[src/rtl/display_mux_7seg_hhmmss.sv]
// Six-digit multiplexed 7-segment driver for an hh.mm.ss clock.
// Scans one digit per refresh slot, decodes BCD to segments, and blinks
// the field selected for editing by en_count.
module display_mux_7seg_hhmmss #(
  parameter int unsigned REFRESH_DIV = 100000,
  parameter int unsigned BLINK_DIV   = 50000000
) (
  input  logic       clk,
  input  logic       reset,
  input  logic [3:0] en_count,
  input  logic [3:0] hh1,
  input  logic [3:0] hh0,
  input  logic [3:0] mm1,
  input  logic [3:0] mm0,
  input  logic [3:0] ss1,
  input  logic [3:0] ss0,
  output logic [5:0] an,
  output logic [6:0] seg,
  output logic       dp
);

  localparam int unsigned RW = $clog2(REFRESH_DIV);
  localparam int unsigned BW = $clog2(BLINK_DIV);

  typedef enum logic {VISIBLE, HIDDEN} phase_t;

  logic [RW-1:0] refresh_cnt;
  logic [2:0]    idx;
  logic [BW-1:0] blink_cnt;
  logic [BW-1:0] blink_cnt_d;
  phase_t        phase_q;
  phase_t        phase_d;
  logic [3:0]    en_prev;

  logic          refresh_tc_c;
  logic          blink_tc_c;
  logic          en_changed_c;
  logic [3:0]    digit_c;
  logic          selected_c;
  logic          hide_c;
  logic [5:0]    an_d;
  logic [6:0]    seg_d;
  logic          dp_d;

  assign refresh_tc_c = (refresh_cnt == RW'(REFRESH_DIV - 1));
  assign blink_tc_c   = (blink_cnt == BW'(BLINK_DIV - 1));
  assign en_changed_c = (en_count != en_prev);

  // Refresh counter and digit index; index wraps 5 -> 0
  always_ff @(posedge clk or posedge reset) begin
    if (reset) begin
      refresh_cnt <= '0;
      idx         <= 3'd0;
    end else if (refresh_tc_c) begin
      refresh_cnt <= '0;
      idx         <= (idx == 3'd5) ? 3'd0 : idx + 3'd1;
    end else begin
      refresh_cnt <= refresh_cnt + RW'(1);
    end
  end

  // Blink phase state register, counter and previous field select
  always_ff @(posedge clk or posedge reset) begin
    if (reset) begin
      phase_q   <= VISIBLE;
      blink_cnt <= '0;
      en_prev   <= 4'd0;
    end else begin
      phase_q   <= phase_d;
      blink_cnt <= blink_cnt_d;
      en_prev   <= en_count;
    end
  end

  // Blink next state: a select change restarts the blink in the visible phase
  always_comb begin
    phase_d     = phase_q;
    blink_cnt_d = blink_cnt + BW'(1);
    if (en_changed_c) begin
      phase_d     = VISIBLE;
      blink_cnt_d = '0;
    end else if (blink_tc_c) begin
      blink_cnt_d = '0;
      phase_d     = (phase_q == VISIBLE) ? HIDDEN : VISIBLE;
    end
  end

  // Digit select, field blanking and BCD decode for the active slot
  always_comb begin
    digit_c    = 4'd0;
    selected_c = 1'b0;
    seg_d      = 7'b1111111;
    case (idx)
      3'd0:    digit_c = ss0;
      3'd1:    digit_c = ss1;
      3'd2:    digit_c = mm0;
      3'd3:    digit_c = mm1;
      3'd4:    digit_c = hh0;
      3'd5:    digit_c = hh1;
      default: digit_c = 4'd0;
    endcase
    case (en_count)
      4'd1:    selected_c = (idx[2:1] == 2'd2);
      4'd2:    selected_c = (idx[2:1] == 2'd1);
      4'd4:    selected_c = (idx[2:1] == 2'd0);
      default: selected_c = 1'b0;
    endcase
    // a freshly selected field must show at once, even if the old phase was hidden
    hide_c = (phase_q == HIDDEN) && selected_c && !en_changed_c;
    case (digit_c)
      4'd0:    seg_d = 7'b1000000;
      4'd1:    seg_d = 7'b1111001;
      4'd2:    seg_d = 7'b0100100;
      4'd3:    seg_d = 7'b0110000;
      4'd4:    seg_d = 7'b0011001;
      4'd5:    seg_d = 7'b0010010;
      4'd6:    seg_d = 7'b0000010;
      4'd7:    seg_d = 7'b1111000;
      4'd8:    seg_d = 7'b0000000;
      4'd9:    seg_d = 7'b0010000;
      default: seg_d = 7'b1111111;
    endcase
    an_d = hide_c ? 6'b111111 : ~(6'b000001 << idx);
    dp_d = hide_c ? 1'b1 : !((idx == 3'd2) || (idx == 3'd4));
  end

  // Registered display outputs
  always_ff @(posedge clk or posedge reset) begin
    if (reset) begin
      an  <= 6'b111111;
      seg <= 7'b1111111;
      dp  <= 1'b1;
    end else begin
      an  <= an_d;
      seg <= seg_d;
      dp  <= dp_d;
    end
  end

endmodule
[config.mk]
export PLATFORM = sky130hd
export DESIGN_NAME = display_mux_7seg_hhmmss
export DESIGN_NICKNAME = d
export VERILOG_FILES = /design/src/rtl/display_mux_7seg_hhmmss.sv
export SDC_FILE = /design/constraint.sdc
export NUM_CORES = 1
export LEC_CHECK = 0
export BUFFER_PORTS_ARGS = -buffer_cell sky130_fd_sc_hd__buf_2
export CORE_MARGIN = 8
export CORE_UTILIZATION = 40
export DETAILED_ROUTE_END_ITERATION = 10
export GPL_TIMING_DRIVEN = 0
export PLACE_DENSITY = 0.72
export SLEW_MARGIN = 0
export SYNTH_ARGS = -nofsm -noshare
export SYNTH_HDL_FRONTEND = slang
export SYNTH_SLANG_ARGS = --single-unit
[constraint.sdc]
create_clock -name clk -period 2.1 [get_ports clk]
set_input_delay 0.42 -clock clk [delete_from_list [all_inputs] [get_ports clk]]
set_output_delay 0.42 -clock clk [all_outputs]
set_load 0.01 [all_outputs]
==> summary.md <==
| Metric | Value |
|---|---|
| Status | `complete, but fails checks` |
| Failing checks | `setup timing` |
| H-Tree Depth | `3` |
| Starting density of the core | `40.6%` |
| Largest net degree at the start of global routing | `35` |
| Post-Synth Adder-Cell Area | `between 3 and 4%` |
| Worst Path Required | `2.38 ns` |
| First-pass GRT wire length | `12.8 mm` |
| Clock sink count | `65` |
| # nets final | `446` |
| Clock transition at the registers of the reported paths | `0.09 ns` |
| Main area contributors after synthesis | `dfrtp_1 (39%), dfstp_2 (11%), xnor2_1 (7.0%)` |
| DRC viols | `0` |
| Synth Warn # | `0` |
| Top Metal Used | `met4` |
| Highest-count cells in the layout ignoring fill and taps | `dfrtp_1 (50), buf_2 (43), nor2_1 (42)` |
| Hold Fails Final Rpt | `0` |
| Startpoint Class | `flop` |
| Leakage power | `1.88 nW` |
| Switching share of power | `27.1%` |
| Switching pwr | `0.000678 W` |
| All-layer global routing usage | `between 10% and 20%` |
| TritonCTS buffer count | `9` |
| Register area share after synthesis | `50.3%` |
| Final-report setup violation count | `3` |
| RSZ-0062 raised after global routing | `true` |
| # fillers | `683` |
| CP Class | `reg2reg` |
| Fin Clk Skew | `0.0110 ns` |
| Port bufs | `between 40 and 50` |
| WL final | `8.18 mm` |
| Chip height | `106 um` |
| Placed cell count | `468` |
| Total die area | `~11000 sq um` |
| Largest family of logic cells by synthesized area | `simple AND/OR/NAND/NOR gates` |
| Least-Margin Pin Slew | `0.709 ns` |
| Share of the synthesized area in the top cell type | `39.0%` |
| Cell taking the most area after synthesis | `dfrtp_1` |
| Simple-Gate Fraction of Synth Area | `23.0%` |
| Max Freq | `464 MHz` |
| Power, Total | `~0.0025 W` |
| Crit path DAT | `2.44 ns` |
| Worst-path fanout max | `6` |
| Core region area | `around 8100 sq um` |
| Final instance area | `4410 sq um` |
| CTS tree | `done` |
| Via count | `2666` |
| Worst hold path type | `in2async` |
| Clock latency on the worst-skew pair | `0.35 ns` |
| Wire per inst | `~16 um` |
| Post-synthesis compound-gate area fraction | `around 5.2%` |
| Synth Register Bits | `65` |
| Detail Placement HPWL | `5.10 mm` |
| Logic pwr share | `7.9%` |
| XOR/XNOR Fraction of Synth Area | `11.8%` |
| CTS root buf | `clkbuf_8` |
| Final period utilization | `103%` |
| Avg Vias per Cell | `5.15` |
| Synth unique cells | `47` |
| Critical Path End Type | `flop` |
| Area delta synth->final | `34.7%` |
| Net Count, Synth | `357` |
| Power Internal | `0.00182 W` |
| RePlAce Congestion | `0.855` |
| Cts-stage hold buffer count | `0` |
| PwrDens | `567 nW/um^2` |
| Clock Power Share | `between 40% and 50%` |
| Routed wl met3 | `371 um` |
| M1 WL | `3.56 mm` |
| Placed Area | `3640 sq um` |
| DRT iter0 DRCs | `146` |
| Slew Viols, Final | `0` |
| VDD IR-drop max | `~0.00024 V` |
| CTS Buffer Depth | `2` |
| Worst Slack Setup Final | `-0.0529 ns` |
| Post-Syn Area | `about 3300 sq um` |
| Share of cells above drive strength 1 | `38.5%` |
| Fin cells | `518` |
| Max cap viols | `0` |
| Mux contribution to synthesized area | `3.44%` |
| Ant diodes | `0` |
| GR Overflow Total | `0` |
| Flop pwr share | `51.3%` |
| Routed wl met2 | `4.04 mm` |
| Syn Area/Cell | `10.2 sq um` |
| Placement Rows | `33` |
| DRT antenna net count | `0` |
| Core Util, Final | `54.7%` |
| Final min period | `2.15 ns` |
| Reg2Reg Depth | `6` |
| Initial antenna violation count | `0` |
| First-pass iteration count of the detailed router | `4` |
| Leading cell type in the layout, fill and taps excluded | `dfrtp_1` |
| DIE WIDTH | `between 100 and 150 um` |
| Vias in the first global route | `2646` |
| Slew HR | `52.6%` |
| Synth Instances | `between 300 and 400` |
| Top Ports | `44` |
## logic make-up (layout without fill, tap and decap cells)
family	after synthesis	count (layout)
XOR/XNOR	44	44
adder cells (fa/ha/maj)	8	8
AO/OA/AOI/OAI	25	25
buffers and inverters	24	118
flip-flops	65	65
multiplexers	11	11
AND/OR/NAND/NOR	142	142
## cell usage after synthesis (all sizes together)
master	n
a2111o	1
a211oi	2
a21o	1
a21oi	8
a22oi	2
a32o	1
a32oi	1
and2	5
and3	6
and3b	1
and4	1
buf	7
clkbuf	3
dfrtp	51
dfstp	14
ha	8
inv	14
mux2	2
mux2i	9
nand2	19
nand2b	1
nand3	19
nand3b	8
nand4	11
nor2	46
nor2b	3
nor3	6
nor4	6
nor4bb	1
o21ai	4
o22ai	2
o311a	1
o311ai	2
or2	1
or3	2
or4	3
or4b	3
xnor2	26
xor2	18
## area by class of cell
type | instances | area [sq um] | area share, %
clock buffers | 9 | 124 | 2.81
flip-flops and latches | 65 | 1650 | 37.3
plain buffers | 9 | 110 | 2.50
repair buffers | 79 | 563 | 12.8
multi-input cells | 230 | 1720 | 38.9
well taps | 105 | 131 | 2.98
inverters | 14 | 55.1 | 1.25
clock inverters | 7 | 61.3 | 1.39
## metal layers
| metal | track usage (%) | up-vias |
|---|---|---|
| li1 | - | 1278 |
| met1 | 17.0 | 1281 |
| met2 | 22.5 | 88 |
| met3 | 4.11 | 19 |
| met4 | 7.14 | 0 |
| met5 | 0 | - |
## power by group through the flow
| stage | sequential, W | clock, W | combinational (W) |
|---|---|---|---|
| 3_5_place_dp | 0.00131 | 0 | 0.000149 |
| 6_report | 0.00128 | 0.00102 | 0.000196 |
| 5_1_grt | 0.00128 | 0.00110 | 0.000216 |
| 4_1_cts | 0.00128 | 0.00105 | 0.000156 |
| 2_1_floorplan | 0.00131 | 0 | 0.0000740 |
| 3_3_place_gp | 0.00131 | 0 | 0.000141 |
## sequential cells by signal, indices dropped and copies added, names as in the netlist
signal / flops
blink_cnt: 26
seg: 7
an: 6
phase_q: 1
idx: 3
dp: 1
refresh_cnt: 17
en_prev: 4
## what timing repair did
action / in CTS / in global routing
pin swaps: 6 / 18
endpoints found under the setup margin: 37 / 39
setup buffers: 13 / 21
cloned: 0 / 2
gates resized for setup: 26 / 43
## per-stage QoR
| step | setup TNS [ns] | setup WS (ns) | hold WS [ns] |
|---|---|---|---|
| after floorplan | -0.00729 | -0.00374 | 0.451 |
| after global placement | -42.32 | -0.730 | 0.477 |
| after detailed placement | -4.66 | -0.328 | 0.480 |
| after CTS | -0.0945 | -0.0527 | 0.193 |
| after global routing | -0.948 | -0.0861 | 0.203 |
| final | -0.0594 | -0.0529 | 0.179 |
## worst max-delay path, cell delays in order, from the launching register on
cell and delay [ns]:
dfrtp_1 0.45, nand3_2 0.11, or2_0 0.26, buf_4 0.18, or4_4 0.56, or3_4 0.38, a21oi_2 0.13
## final timing paths
path	from	end	slack (ns)
setup / recovery	blink_cnt[9]	blink_cnt[25]	-0.05
setup reg to reg	blink_cnt[9]	blink_cnt[25]	-0.05
min in group clk	en_count[3]	en_prev[3]	0.22
hold / removal	reset	blink_cnt[9]	0.18
hold reg to reg	refresh_cnt[0]	refresh_cnt[0]	0.49
max in group asynchronous	reset	seg[4]	1.23
No activity file was read; power rests on OpenSTA's default activity.
